## src/rtl/cnn_pkg.sv

```systemverilog
// Shared CNN back-end definitions: score geometry and the argmax scan state encoding.
package cnn_pkg;

    localparam int SCORE_W   = 13;
    localparam int N_CLASSES = 5;
    localparam int IDX_W     = 3;

    typedef enum logic [1:0] {
        IDLE = 2'd0,
        SCAN = 2'd1,
        DONE = 2'd2
    } state_t;

endpackage

```

## src/rtl/score_argmax_if.sv

```systemverilog
// Score/result bundle between the conv layer, the argmax block and the readout logic.
interface score_argmax_if #(
    parameter int N_CLASSES = cnn_pkg::N_CLASSES,
    parameter int SCORE_W   = cnn_pkg::SCORE_W,
    parameter int IDX_W     = cnn_pkg::IDX_W
) ();

    logic                           start;
    logic [N_CLASSES*SCORE_W-1:0]   scores;
    logic [IDX_W-1:0]               class_idx;
    logic signed [SCORE_W-1:0]      max_score;
    logic [SCORE_W-1:0]             margin;
    logic                           valid;
    logic                           done;
    logic                           dropped;

    modport master (
        output start, scores,
        input  class_idx, max_score, margin, valid, done, dropped
    );

    modport slave (
        input  start, scores,
        output class_idx, max_score, margin, valid, done, dropped
    );

endinterface

```

## src/rtl/score_argmax.sv

```systemverilog
// Captures N signed class scores on a rising start edge and scans them serially,
// reporting the winning index, winning score and margin to the runner-up.
module score_argmax
    import cnn_pkg::*;
#(
    parameter int N_CLASSES = cnn_pkg::N_CLASSES,
    parameter int SCORE_W   = cnn_pkg::SCORE_W,
    parameter int IDX_W     = cnn_pkg::IDX_W
) (
    input  logic           clk,
    input  logic           rst,
    score_argmax_if.slave  bus
);

    state_t                    state, state_n;
    logic                      start_q;
    logic                      rise;
    logic signed [SCORE_W-1:0] sc_r [N_CLASSES];
    logic signed [SCORE_W-1:0] best, second;
    logic [IDX_W-1:0]          idx, i_r;
    logic                      last;

    logic signed [SCORE_W-1:0] s, best_n, second_n;
    logic [IDX_W-1:0]          idx_n;
    logic signed [SCORE_W:0]   diff;
    logic                      capture, step, finish;

    logic [IDX_W-1:0]          cls_r;
    logic signed [SCORE_W-1:0] max_r;
    logic [SCORE_W-1:0]        mar_r;
    logic                      valid_r, done_r, drop_r;

    assign rise = bus.start & ~start_q;
    assign last = (i_r == IDX_W'(N_CLASSES - 1));

    always_comb begin
        state_n = state;
        capture = 1'b0;
        step    = 1'b0;
        finish  = 1'b0;
        case (state)
            IDLE: begin
                if (rise) begin
                    capture = 1'b1;
                    state_n = SCAN;
                end
            end
            SCAN: begin
                step = 1'b1;
                if (last) begin
                    finish  = 1'b1;
                    state_n = DONE;
                end
            end
            DONE:    state_n = IDLE;
            default: state_n = IDLE;
        endcase
    end

    // Strictly-greater replacement keeps the lowest index on ties; an equal value
    // still lands in the runner-up slot so the margin reports 0.
    always_comb begin
        s        = sc_r[i_r];
        best_n   = best;
        second_n = second;
        idx_n    = idx;
        if (s > best) begin
            second_n = best;
            best_n   = s;
            idx_n    = i_r;
        end else if (s > second) begin
            second_n = s;
        end
        diff = (SCORE_W+1)'(best_n) - (SCORE_W+1)'(second_n);
    end

    always_ff @(posedge clk or negedge rst) begin
        if (!rst) begin
            state   <= IDLE;
            start_q <= 1'b0;
            for (int unsigned k = 0; k < N_CLASSES; k++) sc_r[k] <= '0;
            best    <= '0;
            second  <= '0;
            idx     <= '0;
            i_r     <= '0;
            cls_r   <= '0;
            max_r   <= '0;
            mar_r   <= '0;
            valid_r <= 1'b0;
            done_r  <= 1'b0;
            drop_r  <= 1'b0;
        end else begin
            state   <= state_n;
            start_q <= bus.start;
            done_r  <= finish;
            drop_r  <= rise && (state != IDLE);
            if (capture) begin
                for (int unsigned k = 0; k < N_CLASSES; k++)
                    sc_r[k] <= bus.scores[k*SCORE_W +: SCORE_W];
                best    <= bus.scores[SCORE_W-1:0];
                second  <= {1'b1, {(SCORE_W-1){1'b0}}};
                idx     <= '0;
                i_r     <= IDX_W'(1);
                valid_r <= 1'b0;
            end
            if (step) begin
                best   <= best_n;
                second <= second_n;
                idx    <= idx_n;
                i_r    <= i_r + IDX_W'(1);
            end
            if (finish) begin
                cls_r   <= idx_n;
                max_r   <= best_n;
                mar_r   <= diff[SCORE_W-1:0];
                valid_r <= 1'b1;
            end
        end
    end

    assign bus.class_idx = cls_r;
    assign bus.max_score = max_r;
    assign bus.margin    = mar_r;
    assign bus.valid     = valid_r;
    assign bus.done      = done_r;
    assign bus.dropped   = drop_r;

endmodule
```

## src/flat_wrapper.sv

```systemverilog
// flat-port wrapper written by rule: the top's interface ports become plain ports
module score_argmax_flat import cnn_pkg::*;
#(
    parameter int N_CLASSES = cnn_pkg::N_CLASSES,
    parameter int SCORE_W   = cnn_pkg::SCORE_W,
    parameter int IDX_W     = cnn_pkg::IDX_W
)
  (clk, rst, bus_start, bus_scores, bus_class_idx, bus_max_score, bus_margin, bus_valid, bus_done, bus_dropped);
  score_argmax_if #(.N_CLASSES(N_CLASSES), .SCORE_W(SCORE_W), .IDX_W(IDX_W)) bus_i ();
  input  logic clk;
  input  logic rst;
  input wire logic [$bits(bus_i.start)-1:0] bus_start;
  input wire logic [$bits(bus_i.scores)-1:0] bus_scores;
  output wire logic [$bits(bus_i.class_idx)-1:0] bus_class_idx;
  output wire logic [$bits(bus_i.max_score)-1:0] bus_max_score;
  output wire logic [$bits(bus_i.margin)-1:0] bus_margin;
  output wire logic [$bits(bus_i.valid)-1:0] bus_valid;
  output wire logic [$bits(bus_i.done)-1:0] bus_done;
  output wire logic [$bits(bus_i.dropped)-1:0] bus_dropped;
  assign bus_i.start = bus_start;
  assign bus_i.scores = bus_scores;
  assign bus_class_idx = bus_i.class_idx;
  assign bus_max_score = bus_i.max_score;
  assign bus_margin = bus_i.margin;
  assign bus_valid = bus_i.valid;
  assign bus_done = bus_i.done;
  assign bus_dropped = bus_i.dropped;
  score_argmax #(.N_CLASSES(N_CLASSES), .SCORE_W(SCORE_W), .IDX_W(IDX_W)) u_core (.clk(clk), .rst(rst), .bus(bus_i));
endmodule
```

## config.mk

```make
export PLATFORM = sky130hd
export DESIGN_NAME = score_argmax_flat
export DESIGN_NICKNAME = d
export VERILOG_FILES = /design/src/rtl/cnn_pkg.sv /design/src/rtl/score_argmax_if.sv /design/src/rtl/score_argmax.sv /design/src/flat_wrapper.sv
export SDC_FILE = /design/constraint.sdc
export NUM_CORES = 1
export LEC_CHECK = 0
export ABC_AREA = 1
export BUFFER_PORTS_ARGS = -buffer_cell sky130_fd_sc_hd__buf_2
export CORE_MARGIN = 5
export CORE_UTILIZATION = 58
export DETAILED_ROUTE_END_ITERATION = 8
export PLACE_DENSITY_LB_ADDON = 0.12
export SETUP_SLACK_MARGIN = 0.4
export SYNTH_ARGS = -nofsm -noshare
export SYNTH_HDL_FRONTEND = slang
export SYNTH_SLANG_ARGS = --single-unit
```

## constraint.sdc

```tcl
create_clock -name clk -period 5.6 [get_ports clk]
set_input_delay 1.12 -clock clk [delete_from_list [all_inputs] [get_ports clk]]
set_output_delay 1.12 -clock clk [all_outputs]
set_load 0.005 [all_outputs]
```

# Word level (Yosys, flattened, before mapping)
# Cells that the tools add are included.
dict set report classes {
  addsub 2
  n_lt_le_gt_ge 3
  eq_ne 4
  n_mux 25
  n_bitwise 3
  reduce_logical 6
}
# operator n
set op_table {}
lappend op_table {{$mux 13} 9}
lappend op_table {{$bmux 13 s3} 1}
lappend op_table {{$gt 13x13->1} 2}
lappend op_table {{$mux 3} 5}
lappend op_table {{$sub 13x13->13} 1}
lappend op_table {{$mux 1} 7}
lappend op_table {{$reduce_bool 2->1} 3}
lappend op_table {{$ge 4x4->1 const B} 1}
lappend op_table {{$mux 2} 2}
lappend op_table {{$ne 2x1->1 const B} 2}
lappend op_table {{$not 3->4} 1}
lappend op_table {{$pmux 2 s2} 1}
lappend op_table {{$add 3x1->3 const B} 1}
lappend op_table {{$eq 3x3->1 const B} 1}
lappend op_table {{$eq 2x1->1 const B} 1}
lappend op_table {{$logic_not 2->1} 1}
lappend op_table {{$reduce_and 2->1} 1}
lappend op_table {{$and 1x1->1} 1}
lappend op_table {{$logic_and 1x1->1} 1}
lappend op_table {{$not 1->1} 1}
dict set report totals {
  ff_bits 132
  inputBits 68
}

# Longest topological paths before layout
# Gate-level depths: netlist of the first run.
dict set report logic_depth {
  word_depth 8
  mapped_depth 35
  ltp_nobuf 31
}

# Worst setup path after synthesis of the first run
# OpenSTA, ideal clock, no wires.
dict set report synth_timing {
  path_type {register -> register}
  start {register u_core.i_r[0]}
  end {register u_core.mar_r[12], in the netlist u_core.bus.margin[12]}
  arrival_ns 4.329
  required_time_ns 5.483
  slack_ns 1.154
  path_stages_with_launch 36
  n_path_buf 6
  cell_sequence {dfrtp_1 buf_2 buf_2 buf_1 nor2_1 nor2_1 o21ai_0 a31oi_1 ha_1 nand2_1 inv_1 nand3b_1 nand3_1 nand2_1 nand2_1 nand2_1 nand2_2 nand2_2 buf_6 buf_6 clkbuf_1 nor2_1 a21oi_1 ha_1 inv_1 fa_1 a21oi_1 nand2_2 nand2_2 inv_1 nand3_2 nand2_2 nand2_1 nand3_1 nand3_1 nand2_1}
}
dict set report synth_between {
  elab_chain_len 8
}
# item line
set synth_rtl {}
lappend synth_rtl {{from (decl)} score_argmax.sv:20} ;# logic [IDX_W-1:0] idx, i_r;
lappend synth_rtl {{from (signal assigned)} score_argmax.sv:110} ;# i_r <= i_r + IDX_W'(1);
lappend synth_rtl {{$not 3->4 (implied by the code)} score_argmax.sv:63} ;# s = sc_r[i_r];
lappend synth_rtl {{$bmux 13 s3} score_argmax.sv:63}
lappend synth_rtl {{$mux 13 (implied by the code) (2 in series)} score_argmax.sv:63}
lappend synth_rtl {{$gt 13x13->1} score_argmax.sv:71} ;# end else if (s > second) begin
lappend synth_rtl {{$mux 13} score_argmax.sv:71}
lappend synth_rtl {{$mux 13} score_argmax.sv:67} ;# if (s > best) begin
lappend synth_rtl {{$sub 13x13->13} score_argmax.sv:74} ;# diff = (SCORE_W+1)'(best_n) - (SCORE_W+1)'(second_n);
lappend synth_rtl {{to (signal assigned)} score_argmax.sv:115} ;# mar_r <= diff[SCORE_W-1:0];
lappend synth_rtl {{to (decl)} score_argmax.sv:30} ;# logic [SCORE_W-1:0] mar_r;
# Parallel ways exist; a longest one is shown, timed or not. The select of a mux whose other input is x is not followed.
# A chain may end at the register's enable or synchronous reset.

# Worst setup path after layout of the first run
dict set report layout_timing {
  start {register u_core.i_r[1]}
  end {register u_core.mar_r[12], in the netlist u_core.bus.margin[12]}
}
# The elaborated chain is that of the path after synthesis.

==> results of run 1 <==
==> logic make-up (layout without fill, tap and decap cells) <==
family	Yosys count	count (layout)
fa+ha+maj	35	35
flops	132	132
buf+inv	161	260
compound gates	158	158
simple gates	516	516
xor+xnor	6	6
==> timing repair <==
| action | in CTS | in global routing |
|---|---|---|
| hold buffers | 0 | 0 |
| setup endpoints to repair | 0 | 9 |
| gates resized for setup | 0 | 7 |
| hold endpoints to repair | 0 | 0 |
==> final timing paths <==
kind                       cells after the start                     to  slack, ns      startpoint
max reg2reg                                   32  u_core.bus.margin[12]       0.90   u_core.i_r[1]
min reg2reg                                    1     u_core.bus.dropped       0.44  u_core.start_q
max                                           32  u_core.bus.margin[12]       0.90   u_core.i_r[1]
max in group asynchronous                      2          u_core.i_r[1]       3.87             rst
min in group asynchronous                      1        u_core.sc_r[22]       0.66             rst
min                                            1     u_core.bus.dropped       0.44  u_core.start_q
==> placed cells by master, fill, tap and decap left out, types with 2 or more instances in the layout <==
cell type   synthesis  routed
nand3_1            81      80
clkinvlp_4          0       4
nand3_4             2       2
nand4_1             8       8
clkinv_2            0       5
o21ai_1             9      13
a31oi_1             4       4
o221ai_1           13      13
xnor2_1             2       2
inv_2               4       4
o21ai_0            88      84
clkbuf_1           23       2
nor3_1              2       2
nand2_1           371     370
dfrtp_1           132     131
nor2_4              2       2
o21ai_2             2       2
xor2_1              4       4
buf_2               8      98
o211ai_1            3       3
ha_1               34      34
nor2_2              4       4
inv_1             110     110
inv_6               0       2
clkbuf_16           0      17
buf_4               4      14
o22ai_1            10      10
nand2_2            12      13
nor2_1             21      21
a21oi_1            27      27
nand3b_1            5       5
nand3_2             6       7
==> area by class of cell <==
type / count / area, um^2
inverters: 115 / 432
repair buffers: 113 / 607
well taps: 172 / 215
flip-flops and latches: 132 / 3300
multi-input cells: 715 / 3590
fillers: 1162 / 3990
clock buffers: 20 / 447
clock inverters: 12 / 81.3
==> flip-flops by register name, indices dropped and copies added (netlist names) <==
signal                count
u_core.bus.max_score     13
u_core.idx                3
u_core.state              2
u_core.best              13
u_core.bus.dropped        1
u_core.bus.done           1
u_core.sc_r              65
u_core.bus.class_idx      3
u_core.bus.valid          1
u_core.bus.margin        13
u_core.start_q            1
u_core.second            13
u_core.i_r                3
==> stage by stage <==
| stage | std cells | util [%] |
|---|---|---|
| after floorplan | 1008 | - |
| after global placement | 1247 | 64.3 |
| after detailed placement | 1247 | 64.3 |
| after CTS | 1279 | 68.4 |
| after global routing | 1279 | 68.5 |
| final | 1279 | 68.5 |
==> per-layer routing <==
| layer | track usage (%) | vias to the layer above | part of all wire [%] |
|---|---|---|---|
| li1 | - | 3431 | - |
| met1 | 39.0 | 3183 | 46 |
| met2 | 42.5 | 225 | 45 |
| met3 | 5.13 | 31 | 6.4 |
| met4 | 10.3 | 0 | 2.7 |
| met5 | 0 | - | 0 |
==> synth_stat cells (5+ instances only) <==
master	number	area share [%]
nand3_1	81	5.4
clkbuf_1	23	1.1
buf_2	8	0.53
nand2_1	371	18
dfrtp_1	132	44
o22ai_1	10	0.83
o221ai_1	13	1.5
nor2_1	21	1.0
nand3b_1	5	0.50
o21ai_1	9	0.60
buf_1	9	0.45
nand2_2	12	1.0
inv_1	110	5.5
nand4_1	8	0.66
a21oi_1	27	1.8
ha_1	34	5.6
o21ai_0	88	5.8
nand3_2	6	0.80
==> worst register-to-register path: cells and delay by family (launching register included) <==
kind	cells	cell delay, ns
simple gates	18	1.39
compound gates	6	0.98
fa+ha+maj	3	0.92
buf+inv	5	0.79
flops	1	0.50
==> summary.txt, run 1 <==
STA
  • Setup TNS: 0 ns
  • Fmax: 0.213 GHz
  • Clock Skew: between 0.008 and 0.009 ns
  • Final hold vios: 0
  • Relative slew slack: 26.5%
  • Final Slew Violations: 0
  • Final Critical Period: about 4.7 ns
  • Worst slew pin tran: 1.10 ns
  • Hold Slack: roughly 0.44 ns
  • Final setup fails: 0
  • Final WS setup: 0.898 ns
  • Tcrit/Tclk final: roughly 84%
  • RSZ-0062 raised after global routing: no

Global route
  • First-pass GRT wire length: ~32 mm
  • All-Layer GR Usage: between 20% and 30%
  • Vias in the first global route: 6327
  • Initial antenna violation count: 0
  • Largest net degree at the start of global routing: between 70 and 80
  • Grt total ovfl: 0

Synth
  • Synth Flop Type: dfrtp_1
  • Main combinational cell family by area after synthesis: simple AND/OR/NAND/NOR gates
  • Yosys cell types: 36
  • Mux contribution to synthesized area: 0%
  • Synthesis Warnings: 0
  • Post-Syn Nets: 1111
  • Sequential element share of the synthesized area: around 44%
  • Post-Synth XOR/XNOR Area: less than 1%
  • Simple-gate share of the synthesized area: roughly 29%
  • Synth Area in Compound Gates: a little under an eighth
  • Mean Syn Cell Area: between 7 and 8 um^2
  • Synthesized-area fraction occupied by adder cells: 5.91%
  • Mapped cell area: between 0.007 and 0.008 mm^2
  • Post-Syn Instances: 1008
  • Post-synth EDFFs: 0
  • Yosys reg bits: between 100 and 150
  • Asr flop ratio synth: 100%

Run
  • MaxCap Viol Count: 0

Placement
  • Area post-placement: 0.00814 mm^2
  • GP Congestion: 0.960
  • Pre-CTS WS: around 0.63 ns
  • DP Wirelength: 15.0 mm
  • Port bufs: 99

Worst setup path
  • WP buf/inv: 5
  • CP delay by family, top: simple AND/OR/NAND/NOR gates
  • Worst Setup End Kind: flop
  • Most used cell, CP: nand2_1
  • Cell at the slowest stage of the critical path: dfrtp_2
  • Worst-path maximum fanout: 47
  • Setup crit start kind: flop
  • CP max stage delay: approximately 0.5 ns
  • Critical Path RT: 5.91 ns
  • WS Path Type: reg2reg
  • Worst EP arrival: roughly 5.0 ns

Clock network
  • Sink Count: between 100 and 150
  • Cts bufs inserted: 17
  • TritonCTS clock tree: yes
  • Worst-path clk slew: about 0.060 ns
  • CTS root buf: clkbuf_16
  • Max clock buf depth: 2
  • Clock Latency Late Sink: 0.43 ns
  • Clock H-tree levels: 4
  • # Post-CTS Setup Buffers: 0

Floorplanning
  • Initial core utilization: between 50% and 60%
  • Total core area: 0.0127 mm^2
  • DIE AREA: between 0.015 and 0.02 mm^2
  • Horiz. Die Dim: approximately 120 um
  • Die height: roughly 120 um
  • Row count: 41
  • Io pins: 100

Final layout
  • Share of cells above drive strength 1: between 10% and 20%
  • Area delta synth->final: 15.2%
  • Final instance area: 0.00868 mm^2
  • Diodes inserted: 0
  • # nets final: about 1200

Drt
  • DRT Pass-1 Iters: 7
  • Vias per std cell: around 5.4
  • Routed vias: approximately 6900
  • DRT iter0 DRCs: about 650
  • Final ANT Viol Nets: 0
  • Residual DRC: 0
  • Final wirelength: just over 20 mm
  • DR WL/cell: about 16 um

Min path
  • Worst min path class: reg2reg

Run status
  • Status: finished clean
Power of run 1 is not shown: default switching activity piles up to over one toggle a cycle in this logic, so the estimate is an artifact.
==> run 2: changes to the inputs <==
ABC_AREA = 0   (was 1)
CORE_UTILIZATION = 59   (was 58)
clock period = 4.52 ns   (was 5.6 ns; I/O delays follow)
==> summary.txt, run 2 <==
Run status
  • Status: finished, violations left
  • Violated checks: setup timing

Worst setup path
  • Worst EP arrival: ~6 ns
  • Path depth of the worst reg2reg path: 26
  • WP buf/inv: 4
  • Reg2Reg Launch Point: u_core.i_r[2]
  • Register-to-register setup slack: -1.06 ns
  • CP delay by family, top: compound AO/OA/AOI/OAI gates
  • Setup crit start kind: flop
  • CP max stage delay: roughly 0.44 ns
  • Worst-path maximum fanout: 5
  • WS Path Type: reg2reg
  • Worst Setup End Kind: flop
  • Critical Path RT: 4.82 ns
  • R2R Path End: u_core.bus.margin[10]
  • Cell at the slowest stage of the critical path: dfrtp_2

Final layout
  • Most frequent cells in the layout: nand2_1, buf_4, dfrtp_1
  • Register with the highest flop count: u_core.sc_r
  • # nets final: about 1200
  • Diodes inserted: 0
  • Area delta synth->final: 34.5%
  • Number of flip-flops in the largest register: 65
  • Commonest non-fill, non-tap cell in the layout: nand2_1
  • Share of cells above drive strength 1: 31.6%
  • Final non-filler cell total: 1285

Clock network
  • Cts bufs inserted: 17
  • Clock H-tree levels: 4
  • Hold buffer count at cts: 0
  • Max clock buf depth: 2
  • CTS root buf: clkbuf_16
  • Sink Count: roughly 130
  • Worst-path clk slew: 0.06 ns
  • TritonCTS clock tree: yes
  • Clock Latency Late Sink: roughly 0.43 ns

Global route
  • Vias in the first global route: ~7100
  • Grt total ovfl: 0
  • Largest net degree at the start of global routing: 83
  • Initial antenna violation count: 0
  • All-Layer GR Usage: 31.6%
  • First-pass GRT wire length: 36.8 mm

Placement
  • DP Cell Count: between 1000 and 1500
  • GP Congestion: approximately 1
  • Port bufs: just under 100
  • DP Wirelength: about 16 mm

Drt
  • Residual DRC: 0
  • DRT Pass-1 Iters: 7
  • Final wirelength: 24.5 mm
  • Final ANT Viol Nets: 0
  • DRT iter0 DRCs: roughly 740
  • Vias per std cell: around 6.0
  • DR WL/cell: 19.1 um
  • Routed vias: approximately 7700

Synth
  • Top post-synthesis cells by area: dfrtp_1, nand2_1, mux2i_1, ha_1, o21ai_0
  • Post-synth top cells: nand2_1, dfrtp_1, o21ai_0, inv_1, mux2i_1
  • Post-synth EDFFs: 0
  • Synth top area share: roughly 43%
  • Synth Flop Type: dfrtp_1
  • Sequential element share of the synthesized area: about 43%
  • Asr flop ratio synth: between 90% and 100%
  • Yosys cell types: 70
  • Synthesis Warnings: 0
  • Yosys reg bits: 132
  • Post-Syn Instances: a little under 900
  • Synth area leader: dfrtp_1
  • Post-Syn Nets: just under 1000
  • Mean Syn Cell Area: 8.56 um^2
  • Mapped cell area: ~0.0076 mm^2
  • Most frequent cell after synthesis: nand2_1

STA
  • Worst slew pin tran: 1.21 ns
  • Tcrit/Tclk final: 123%
  • Final WS setup: -1.06 ns
  • Final setup fails: 9
  • Setup TNS: -7.91 ns
  • Final hold vios: 0
  • RSZ-0062 raised after global routing: yes
  • Clock Skew: 0.0101 ns
  • Final Slew Violations: 0
  • Fmax: around 0.18 GHz
  • Relative slew slack: between 10% and 20%
  • Final Critical Period: about 5.6 ns

Min path
  • Worst hold stages: 2
  • Worst Hold Path EP: u_core.bus.valid
  • Worst min path class: reg2reg
  • Worst Hold Launch: u_core.bus.valid

Floorplanning
  • Horiz. Die Dim: 124 um
  • Initial core utilization: 60.4%
  • DIE AREA: ~0.015 mm^2
  • Total core area: around 0.013 mm^2
  • Row count: between 40 and 50
  • Io pins: 100
  • Die height: 124 um

Run
  • MaxCap Viol Count: 0
-- run 2: area by class of cell --
type,instances,area [um^2]
clock buffers,19,453
clock inverters,13,125
fillers,791,2380
inverters,49,184
multi-input cells,658,4330
flip-flops and latches,132,3310
well taps,172,215
repair buffers,242,1630
-- run 2: cell families (layout without fill, tap and decap cells) --
logic type,Yosys count,count (layout),synth area share (%)
and+or+nand+nor,375,375,20.8
AOI/OAI and AO/OA,187,187,16.6
DFF,132,132,43.4
buffers and inverters,100,323,5.27
muxes,47,47,6.52
adders and majority gates,36,36,5.98
xor gates and xnor gates,13,13,1.49
-- run 2: per-layer routing --
metal	global-route usage, %	vias up	share of wire [%]	wire [um]
li1	-	3490	-	-
met1	39.7	3697	39	9590
met2	52.8	384	49	12100
met3	6.72	82	7.3	1800
met4	13.7	0	4.3	1060
met5	0	-	0	0
-- run 2: worst max path at each step --
| stage | to | depth (start not counted) | from | slack (ns) |
|---|---|---|---|---|
| floorplan | u_core.bus.margin[11] | 27 | u_core.i_r[0] | -1.06 |
| global placement | u_core.bus.margin[11] | 24 | u_core.i_r[2] | -0.90 |
| detailed placement | u_core.bus.margin[11] | 24 | u_core.i_r[2] | -1.01 |
| CTS | u_core.bus.margin[11] | 27 | u_core.i_r[2] | -0.81 |
| global route | u_core.bus.margin[6] | 27 | u_core.i_r[2] | -1.25 |
| finish | u_core.bus.margin[10] | 26 | u_core.i_r[2] | -1.06 |
-- run 2: through the flow --
stage | hold slack (ns) | area, um^2 | setup slack [ns] | util, %
2_1_floorplan | 0.440 | 7840 | -1.06 | -
3_3_place_gp | 0.454 | 9190 | -0.897 | 72.8
3_5_place_dp | 0.459 | 9190 | -1.01 | 72.8
4_1_cts | 0.474 | 9900 | -0.813 | 78.4
5_1_grt | 0.497 | 10200 | -1.25 | 81.2
6_report | 0.470 | 10200 | -1.06 | 81.2
-- run 2: tightest hold or removal path, stage by stage, from the launching register on --
cell     delay, ns
dfrtp_1       0.33
nand2_1       0.05
nand2_1       0.05
-- run 2: repair_timing --
item	4_1_cts	5_1_grt
gates cloned	0	2
setup endpoints to repair	12	13
setup buffers	2	18
pin swaps	14	31
gates resized for setup	21	37
Power of run 2 is left out for the same reason.
